<file path="config.mk">
export PLATFORM = sky130hd
export DESIGN_NAME = fetch_unit_flat
export DESIGN_NICKNAME = d
export VERILOG_FILES = /design/src/rtl/fetch_unit_if.sv /design/src/rtl/fetch_unit.sv /design/src/flat_wrapper.sv
export SDC_FILE = /design/constraint.sdc
export NUM_CORES = 1
export LEC_CHECK = 0
export BUFFER_PORTS_ARGS = -buffer_cell sky130_fd_sc_hd__buf_2
export CORE_ASPECT_RATIO = 0.6
export CORE_MARGIN = 3
export CORE_UTILIZATION = 35
export CTS_CLUSTER_SIZE = 28
export DETAILED_ROUTE_END_ITERATION = 16
export GPL_ROUTABILITY_DRIVEN = 0
export GPL_TIMING_DRIVEN = 0
export MAX_ROUTING_LAYER = met4
export SLEW_MARGIN = 0
export SYNTH_ARGS = -nofsm -noshare
export SYNTH_HDL_FRONTEND = slang
export SYNTH_SLANG_ARGS = --single-unit
</file>
<file path="constraint.sdc">
create_clock -name clk -period 4.6 [get_ports clk]
set_input_delay 0 -clock clk [delete_from_list [all_inputs] [get_ports clk]]
set_output_delay 0 -clock clk [all_outputs]
set_load 0.1 [all_outputs]
</file>
<file path="src/rtl/fetch_unit_if.sv">
// Instruction-memory request/response bus between the fetch unit and memory.
// Latency: none; this is plain wiring.
// Backpressure: imem_req is held with a stable address until imem_ack arrives.
//
// Signals:
//   imem_req   - fetch unit requests the word at imem_addr
//   imem_addr  - request word address
//   imem_ack   - memory returns data; a transfer is imem_req & imem_ack at an edge
//   imem_rdata - instruction word, valid when imem_ack is 1
interface fetch_unit_if;
    logic        imem_req;
    logic [31:0] imem_addr;
    logic        imem_ack;
    logic [31:0] imem_rdata;

    modport master (
        output imem_req,
        output imem_addr,
        input  imem_ack,
        input  imem_rdata
    );

    modport slave (
        input  imem_req,
        input  imem_addr,
        output imem_ack,
        output imem_rdata
    );
endinterface

</file>
<file path="src/rtl/fetch_unit.sv">
// Instruction fetch stage: fetches one word and holds it in PC/IM until the F/D register takes it.
// Latency: the word is held the edge after the transfer; a zero-wait ack gives one instruction every two cycles.
// Backpressure: en=0 holds PC/IM/valid; imem_addr stays stable until the memory acks.
//
// Ports:
//   clk, reset                  - single clock; asynchronous active-low reset
//   en                          - downstream accepts the held instruction this edge
//   br_taken, br_target         - redirect that takes effect after the current delay-slot instruction
//   flush                       - discard held and in-flight work and restart at FLUSH_PC
//   imem                        - instruction memory bus (master side)
//   PC, IM, valid, fetch_err    - held instruction address, word, valid flag and misalignment flag
module fetch_unit #(
    parameter logic [31:0] RESET_PC = 32'h00003000,
    parameter logic [31:0] FLUSH_PC = 32'h00004180
) (
    input  logic               clk,
    input  logic               reset,
    input  logic               en,
    input  logic               br_taken,
    input  logic [31:0]        br_target,
    input  logic               flush,
    fetch_unit_if.master       imem,
    output logic [31:0]        PC,
    output logic [31:0]        IM,
    output logic               valid,
    output logic               fetch_err
);

    typedef enum logic [1:0] {
        S_FETCH = 2'd0,
        S_HOLD  = 2'd1,
        S_DROP  = 2'd2
    } state_t;

    state_t      state_q, state_d;
    logic [31:0] pc_q, pc_d;
    logic [31:0] im_q, im_d;
    logic        valid_q, valid_d;
    logic        ferr_q, ferr_d;
    logic        pend_vld_q, pend_vld_d;
    logic [31:0] pend_pc_q, pend_pc_d;
    // While dropping, PC already points at FLUSH_PC but the bus must keep
    // presenting the abandoned address until its ack arrives.
    logic [31:0] drop_addr_q, drop_addr_d;

    logic misalign;
    logic req;
    logic xfer;

    assign misalign = (pc_q[1:0] != 2'b00);
    // A misaligned PC never reaches memory; it is turned into an error slot instead.
    assign req      = (state_q == S_DROP) || ((state_q == S_FETCH) && !misalign);
    assign xfer     = req && imem.imem_ack;

    assign imem.imem_req  = req;
    assign imem.imem_addr = (state_q == S_DROP) ? drop_addr_q : pc_q;

    assign PC        = pc_q;
    assign IM        = im_q;
    assign valid     = valid_q;
    assign fetch_err = ferr_q;

    always_ff @(posedge clk or negedge reset) begin
        if (!reset) begin
            state_q     <= S_FETCH;
            pc_q        <= RESET_PC;
            im_q        <= '0;
            valid_q     <= 1'b0;
            ferr_q      <= 1'b0;
            pend_vld_q  <= 1'b0;
            pend_pc_q   <= '0;
            drop_addr_q <= '0;
        end else begin
            state_q     <= state_d;
            pc_q        <= pc_d;
            im_q        <= im_d;
            valid_q     <= valid_d;
            ferr_q      <= ferr_d;
            pend_vld_q  <= pend_vld_d;
            pend_pc_q   <= pend_pc_d;
            drop_addr_q <= drop_addr_d;
        end
    end

    always_comb begin
        state_d     = state_q;
        pc_d        = pc_q;
        im_d        = im_q;
        valid_d     = valid_q;
        ferr_d      = ferr_q;
        pend_vld_d  = pend_vld_q;
        pend_pc_d   = pend_pc_q;
        drop_addr_d = drop_addr_q;

        // A branch that is not consumed this edge is parked; the newest one wins.
        // The consume and flush paths below override this.
        if (br_taken) begin
            pend_vld_d = 1'b1;
            pend_pc_d  = br_target;
        end

        case (state_q)
            S_FETCH: begin
                if (flush) begin
                    pc_d       = FLUSH_PC;
                    valid_d    = 1'b0;
                    ferr_d     = 1'b0;
                    pend_vld_d = 1'b0;
                    // An outstanding request cannot be withdrawn; swallow its data later.
                    if (req && !xfer) begin
                        state_d     = S_DROP;
                        drop_addr_d = pc_q;
                    end
                end else if (misalign) begin
                    state_d = S_HOLD;
                    im_d    = '0;
                    valid_d = 1'b1;
                    ferr_d  = 1'b1;
                end else if (xfer) begin
                    state_d = S_HOLD;
                    im_d    = imem.imem_rdata;
                    valid_d = 1'b1;
                    ferr_d  = 1'b0;
                end
            end
            S_HOLD: begin
                if (flush) begin
                    state_d    = S_FETCH;
                    pc_d       = FLUSH_PC;
                    valid_d    = 1'b0;
                    ferr_d     = 1'b0;
                    pend_vld_d = 1'b0;
                end else if (en) begin
                    state_d    = S_FETCH;
                    valid_d    = 1'b0;
                    ferr_d     = 1'b0;
                    pend_vld_d = 1'b0;
                    if (pend_vld_q) begin
                        pc_d = pend_pc_q;
                    end else if (br_taken) begin
                        pc_d = br_target;
                    end else begin
                        pc_d = pc_q + 32'd4;
                    end
                end
            end
            S_DROP: begin
                if (flush) begin
                    pc_d       = FLUSH_PC;
                    pend_vld_d = 1'b0;
                end
                // Data of the abandoned request is thrown away.
                if (xfer) begin
                    state_d = S_FETCH;
                end
            end
            default: begin
                state_d = S_FETCH;
            end
        endcase
    end

endmodule

</file>
<file path="src/flat_wrapper.sv">
// flat-port wrapper written by rule: the top's interface ports become plain ports
module fetch_unit_flat 
#(
    parameter logic [31:0] RESET_PC = 32'h00003000,
    parameter logic [31:0] FLUSH_PC = 32'h00004180
)
  (clk, reset, en, br_taken, br_target, flush, PC, IM, valid, fetch_err, imem_imem_req, imem_imem_addr, imem_imem_ack, imem_imem_rdata);
  fetch_unit_if imem_i ();
  input  logic clk;
  input  logic reset;
  input  logic en;
  input  logic br_taken;
  input  logic [31:0] br_target;
  input  logic flush;
  output logic [31:0] PC;
  output logic [31:0] IM;
  output logic valid;
  output logic fetch_err;
  output wire logic [$bits(imem_i.imem_req)-1:0] imem_imem_req;
  output wire logic [$bits(imem_i.imem_addr)-1:0] imem_imem_addr;
  input wire logic [$bits(imem_i.imem_ack)-1:0] imem_imem_ack;
  input wire logic [$bits(imem_i.imem_rdata)-1:0] imem_imem_rdata;
  assign imem_imem_req = imem_i.imem_req;
  assign imem_imem_addr = imem_i.imem_addr;
  assign imem_i.imem_ack = imem_imem_ack;
  assign imem_i.imem_rdata = imem_imem_rdata;
  fetch_unit #(.RESET_PC(RESET_PC), .FLUSH_PC(FLUSH_PC)) u_core (.clk(clk), .reset(reset), .en(en), .br_taken(br_taken), .br_target(br_target), .flush(flush), .imem(imem_i), .PC(PC), .IM(IM), .valid(valid), .fetch_err(fetch_err));
endmodule
</file>
==> results.md, run 1 <==
* Outcome: finished clean
* CTS tree: built
* Die Span Y at 114 µm
* Max_cap viols at 0
* Clock power share at 30.5%
* Setup crit start: u_core.state_q[1]
* Cell area after synthesis at 0.00676 mm²
* Total GRT Usage at 21.9%
* Layout cell share with drive strength beyond 1 at 33.1%
* Post-cts sizing count at 0
* Final worst path period share at 60.7%
* Hold Vio Cnt, Final at 0
* Setup violation total in the final timing report at 0
* ANT cells at 0
* Hold WC Path Type: in -> reg
* Synthesized instance count at 673
* H-Tree Depth at 4
* FP Rows at 38
* Initial DRC Count at 561
* Antenna violations before repair at 0
* Clk buf depth at 2
* Power share of the sequential group at 32.9%
* GR Overflow Total at 0
* Synthesized netlist net count at 744
* Avg Inst Size Synth at 10.0 µm²
* Design Power at 0.00437 W
* First-pass GRT wire length at 34,700 µm
* Setup TNS at 0 ps
* Nets@finish at 999
* Final WL at 22,200 µm
* Ys async rst share at 100%
* Area growth, synth to finish at 35.7%
* Clock transition at the registers of the reported paths at 60 ps
* Vias in the first global route at 6,139
* Port bufs at 167
* Post-CTS repair timing setup buffer count at 0
* Routed len/inst at 18.8 µm
* Register bit total from synthesis at 133
* Routed Antenna Nets at 0
* RSZ-0062 raised after global routing: false
* Setup Skew at 9.35 ps
* Final routed DRC violation total at 0
* Commonest non-fill, non-tap cell in the layout: buf_2
* Startpoint types: flip-flop
* Final HPWL DP at 15,800 µm
* Crit. End Element: output pin
* Commonest non-fill, non-tap cells in the layout: 179 x buf_2, 131 x dfrtp_1, 110 x nand2_1, 70 x mux2_2, 68 x dlygate4sd3_1
* Switching Fraction at 44.4%
* Synth area leader: dfrtp_1
* Pwr dens at 477 mW/mm²
* Sequential fraction of the synthesis area at 49.3%
* FF-to-FF Start: u_core.PC[2]
* Warnings, synthesis at 0
* NetSw at 0.00194 W
* Core area at 0.0185 mm²
* Hold_sp: flush
* Root buffer cell: clkbuf_16
* Sink Count at 133
* Largest net degree at the start of global routing at 84
* Vias after detailed routing at 6,391
* Time the worst path needs with I/O delays and setup at 2790 ps
* Starting Density at 36.6%
* Primary FF master, synth: dfrtp_1
* Num CTS Buffers at 17
* Crit path max fanout at 10
* Count of pins over their slew limit at 0
* Horiz. Die Dim at 185 µm
* Die ar. at 0.0211 mm²
* P_int at 0.00243 W
* Leak at 4.33 nW
* WHS at 25.6 ps
* Netlist cell types at 59
* Clock latency on the worst-skew pair at 430 ps
* Max Clk Rate at 358 MHz
* VDD IR max at 0.411 mV
* Area share of the largest cell type after synthesis at 48.5%
* IO Pins at 169
* Vias per cell at 5.42
* TritonRoute pass-1 iters at 5
* Comb power frac at 36.6%
* Top cells by area, synth: dfrtp_1 48%, mux2_2 12%, nand2_1 6.1%
* Worst-Margin Slew at 911 ps
* WP data arrival at 2790 ps
* Required time of the worst setup path at 4600 ps
* Setup Crit Path Kind: reg -> out
* Number of synthesized flops with an enable pin at 0
* Worst slew margin relative to its limit at 38.7%
==> final cells by class <==
cell class | instances | area, µm²
multi-input combinational | 468 | 3100
clock buffer | 18 | 429
sequential | 133 | 3330
buffer | 50 | 248
inverter | 22 | 82.6
tap | 240 | 300
timing repair buffer | 236 | 1550
clock inverter | 13 | 135
fill | 1709 | 9320
==> registers in the layout (all words and copies together), names as in the netlist <==
signal / count
u_core.drop_addr_q: 32
u_core.valid: 1
u_core.IM: 32
u_core.pend_pc_q: 32
u_core.pend_vld_q: 1
u_core.PC: 32
u_core.fetch_err: 1
u_core.state_q: 2
==> kinds of logic after synthesis <==
kind of cell	Yosys count	synth area share [%]
flip-flops	133	49.3
adder cells (fa/ha/maj)	1	0.185
AO/OA/AOI/OAI	139	14.4
XOR/XNOR	1	0.130
multiplexers	73	12.1
buffers and inverters	72	4.88
AND/OR/NAND/NOR	254	19.0
==> through the flow <==
step           area, µm²  instances  worst slack (ps)  utilization (%)
2_1_floorplan       6760        673              1290                -
3_3_place_gp        7900       1080              1540             42.7
3_5_place_dp        7930       1081              2300             42.9
4_1_cts             9180       1180              1850             49.6
5_1_grt             9180       1180              1710             49.6
6_report            9180       1180              1810             49.6
==> final timing paths <==
check,endpoint,slack [ps],depth (start not counted)
setup reg to reg,u_core.PC[26],2240,5
max in group asynchronous,u_core.pend_pc_q[31],3680,3
hold reg to reg,u_core.IM[19],460,2
min in group asynchronous,u_core.drop_addr_q[17],80,2
hold / removal,u_core.fetch_err,30,3
setup / recovery,imem_imem_addr[9],1810,7
==> cell usage after synthesis (all sizes together) (2+ instances only) <==
master,n
or3,2
nor3b,2
and2,3
o2111a,2
and3,4
buf,20
o21a,3
nand4,16
dfrtp,131
nor4,5
o2111ai,2
nand2b,8
nor3,6
o311ai,3
o21ai,49
and4,7
a21oi,13
mux2i,3
inv,22
or4b,3
o221ai,8
nand3,50
mux2,70
nor2,13
or2,4
nor4b,2
dfstp,2
nand2,110
o221a,11
o2bb2ai,10
nor2b,4
o211ai,15
nand4bb,3
a22oi,13
nand4b,2
clkbuf,30
or4,7
==> critical path, stage by stage, from the launching register on <==
cell and delay (ps):
dfrtp_1 330, buf_2 190, nor2b_1 140, clkbuf_1 260, clkbuf_1 620, nand2_1 120
o21ai_0 200, buf_2 510
==> routing by layer <==
| layer | part of all wire, % | wire (µm) | up-vias | track usage [%] |
|---|---|---|---|---|
| li1 | - | - | 2979 | - |
| met4 | 0.97 | 215 | 0 | 4.85 |
| met2 | 41 | 9150 | 267 | 29.0 |
| met1 | 50 | 11100 | 3127 | 33.3 |
| met5 | 0 | 0 | - | - |
| met3 | 8.1 | 1790 | 18 | 5.64 |
==> power by group through the flow <==
stage	registers [W]	logic, W	clock network (W)
6_report	0.00144	0.00160	0.00133
5_1_grt	0.00146	0.00167	0.00140
4_1_cts	0.00144	0.00160	0.00135
3_5_place_dp	0.00145	0.00155	0
3_3_place_gp	0.00145	0.00154	0
2_1_floorplan	0.00220	0.000479	0
==> timing repair <==
item | 4_1_cts | 5_1_grt
hold endpoints to repair | 125 | 0
endpoints found under the setup margin | 0 | 0
hold buffers | 68 | 0
(Power assumes the default switching activity.)
==> run 2: changes to the inputs <==
==> constraint.sdc (replaced) <==
create_clock -name clk -period 2.7 [get_ports clk]
set_input_delay 0 -clock clk [delete_from_list [all_inputs] [get_ports clk]]
set_output_delay 0 -clock clk [all_outputs]
set_load 0.1 [all_outputs]
==> run 2 against run 1 <==
Sequential power is 70% higher. Register-to-register slack worse by 2000 ps. Sequential cell count stayed put.
==> results.md, run 2 (same netlist as run 1, synthesis figures left out) <==
* GR Overflow Total at 0 (unchanged)
* Worst-path cell chain: buf_2 -> nor2b_1 -> clkbuf_1 -> clkbuf_2 -> nand2_1 -> o21ai_1 -> buf_2
* Count of pins over their slew limit at 0 (unchanged)
* Num CTS Buffers at 17 (unchanged)
* Hold_sp: flush
* Horiz. Die Dim at 185 µm (unchanged)
* Dpl ws at 372 ps (-1930 ps)
* Design Power at 0.00747 W (+71%)
* FF-to-FF Start: u_core.PC[3]
* Crit. End Element: output pin
* Die ar. at 0.0211 mm² (unchanged)
* Hold Vio Cnt, Final at 0 (unchanged)
* Final worst path period share at 91.4%
* Clock transition at the registers of the reported paths at 70 ps (about the same)
* Cell mode on critical path: buf_2
* Max Clk Rate at 405 MHz
* Final routed DRC violation total at 0 (unchanged)
* Crit-path slowest cell: buf_2
* Startpoint types: flip-flop
* Reg2Reg Setup Slack at 290 ps (-1950 ps)
* Setup violation total in the final timing report at 0 (unchanged)
* Antenna violations before repair at 0 (unchanged)
* Port bufs at 167 (unchanged)
* Worst-Margin Slew at 836 ps (-75.3 ps)
* Final WL at 22,300 µm (+0.19%)
* Die Span Y at 114 µm (unchanged)
* Clock latency on the worst-skew pair at 430 ps (about the same)
* VDD IR max at 0.569 mV (+38%)
* Crit path max fanout at 10 (unchanged)
* CTS tree: built
* Outcome: finished clean
* ANT cells at 0 (unchanged)
* Vias after detailed routing at 6,357 (-0.53%)
* Sink Count at 133 (unchanged)
* Commonest non-fill, non-tap cell in the layout: buf_2
* Final HPWL DP at 15,600 µm (-0.97%)
* RSZ-0062 raised after global routing: false
* Leak at 4.33 nW (about the same)
* Cells on worst reg2reg path at 5 (unchanged)
* Max_cap viols at 0 (unchanged)
* Crit-path max cell delay at 490 ps (-130 ps)
* Initial DRC Count at 493 (-12%)
* Commonest non-fill, non-tap cells in the layout: 179 x buf_2, 131 x dfrtp_1, 110 x nand2_1, 70 x mux2_2, 68 x dlygate4sd3_1
* Root buffer cell: clkbuf_16
* Time the worst path needs with I/O delays and setup at 2470 ps
* Required time of the worst setup path at 2700 ps (-1900 ps)
* Starting Density at 36.6% (unchanged)
* Core area at 0.0185 mm² (unchanged)
* Vias in the first global route at 6,196 (+0.93%)
* Setup Crit Path Kind: reg -> out
* TritonRoute pass-1 iters at 7 (+2)
* Total GRT Usage at 22.1% (+0.23 points)
* Layout cell share with drive strength beyond 1 at 33.6% (+0.50 points)
* Nets@finish at 999 (unchanged)
* Setup crit start: u_core.state_q[1]
* Setup Skew at 12.8 ps (+3.43 ps)
* Worst hold path depth at 3 (unchanged)
* Hold Path End: u_core.fetch_err
* Largest net degree at the start of global routing at 72 (-14%)
* Routed len/inst at 18.9 µm (+0.10%)
* Routed Antenna Nets at 0 (unchanged)
* WP data arrival at 2470 ps (-320 ps)
* Hold WC Path Type: in -> reg
* Reg2reg end: u_core.PC[30]
* Vias per cell at 5.38 (-0.62%)
* Clk buf depth at 2 (unchanged)
* FP Rows at 38 (unchanged)
* First-pass GRT wire length at 35,200 µm (+1.3%)
* IO Pins at 169 (unchanged)
* Final setup margin at 233 ps (-1570 ps)
* Pwr dens at 813 mW/mm² (+71%)
* H-Tree Depth at 4 (unchanged)
* Area growth, synth to finish at 35.9%
* Worst slew margin relative to its limit at 43.8% (+5.1 points)
run 2: cell types whose count changed in the layout (fill, tap and decap cells not counted):
| cell | previous run | this run |
|---|---|---|
| clkinv_2 | 5 | 1 |
| inv_6 | 1 | 4 |
| clkinv_4 | 3 | 4 |
| o21ai_1 | 0 | 8 |
| nor2_1 | 13 | 12 |
| bufinv_16 | 2 | 1 |
| clkinvlp_4 | 2 | 4 |
| inv_8 | 0 | 1 |
| o21ai_0 | 49 | 41 |
| clkbuf_2 | 2 | 4 |
| clkbuf_1 | 26 | 23 |
| nor2_2 | 0 | 1 |
run 2: worst max-delay path by stage:
stage,to,slack (ps),depth (start not counted)
final,imem_imem_addr[10],230,7
after global routing,imem_imem_addr[10],120,7
after CTS,imem_imem_addr[10],20,7
after detailed placement,u_core.PC[30],370,5
after global placement,u_core.IM[11],-320,1
after floorplan,imem_imem_addr[9],140,2
run 2: layout make-up:
class	count	area, µm²
fill	1699	9310
timing repair buffer	236	1550
multi-input combinational	468	3100
inverter	22	82.6
buffer	50	250
clock inverter	15	146
sequential	133	3330
tap	240	300
clock buffer	17	425
run 2: timing repair:
action                                  in CTS  in global routing
resized for setup                            0                  4
hold buffers                                68                  0
endpoints found under the setup margin       0                 10
endpoints found under the hold margin      145                  0
buffers inserted                             0                  0
run 2: critical path, delay by kind of cell, from the launching register on:
kind	cells	cell delay, ps
buffers and inverters	4	1290
AO/OA/AOI/OAI	1	170
AND/OR/NAND/NOR	2	240
flip-flops	1	330
run 2: per-layer routing:
layer	vias to the layer above	GRT usage [%]	share of wire, %
li1	2979	-	-
met1	3100	34.3	52
met2	251	29.6	41
met3	27	3.57	5.9
met4	0	5.99	1.4
met5	-	-	0
run 2: stage by stage:
stage / hold slack, ps / TNS [ps] / cell area (µm²) / std cells / utilization, %
after floorplan: -296 / 0 / 6770 / 673 / -
after global placement: 220 / -40050 / 7900 / 1080 / 42.7
after detailed placement: 72.4 / 0 / 7940 / 1081 / 42.9
after CTS: 11.2 / 0 / 9190 / 1181 / 49.7
after global routing: 61.9 / 0 / 9190 / 1181 / 49.7
final: 21.3 / 0 / 9190 / 1181 / 49.7
run 2: power breakdown:
part | internal (W) | total, W | switching (W)
registers | 0.00227 | 0.00245 | 0.000182
clock network | 0.00129 | 0.00228 | 0.000992
logic | 0.000523 | 0.00274 | 0.00222
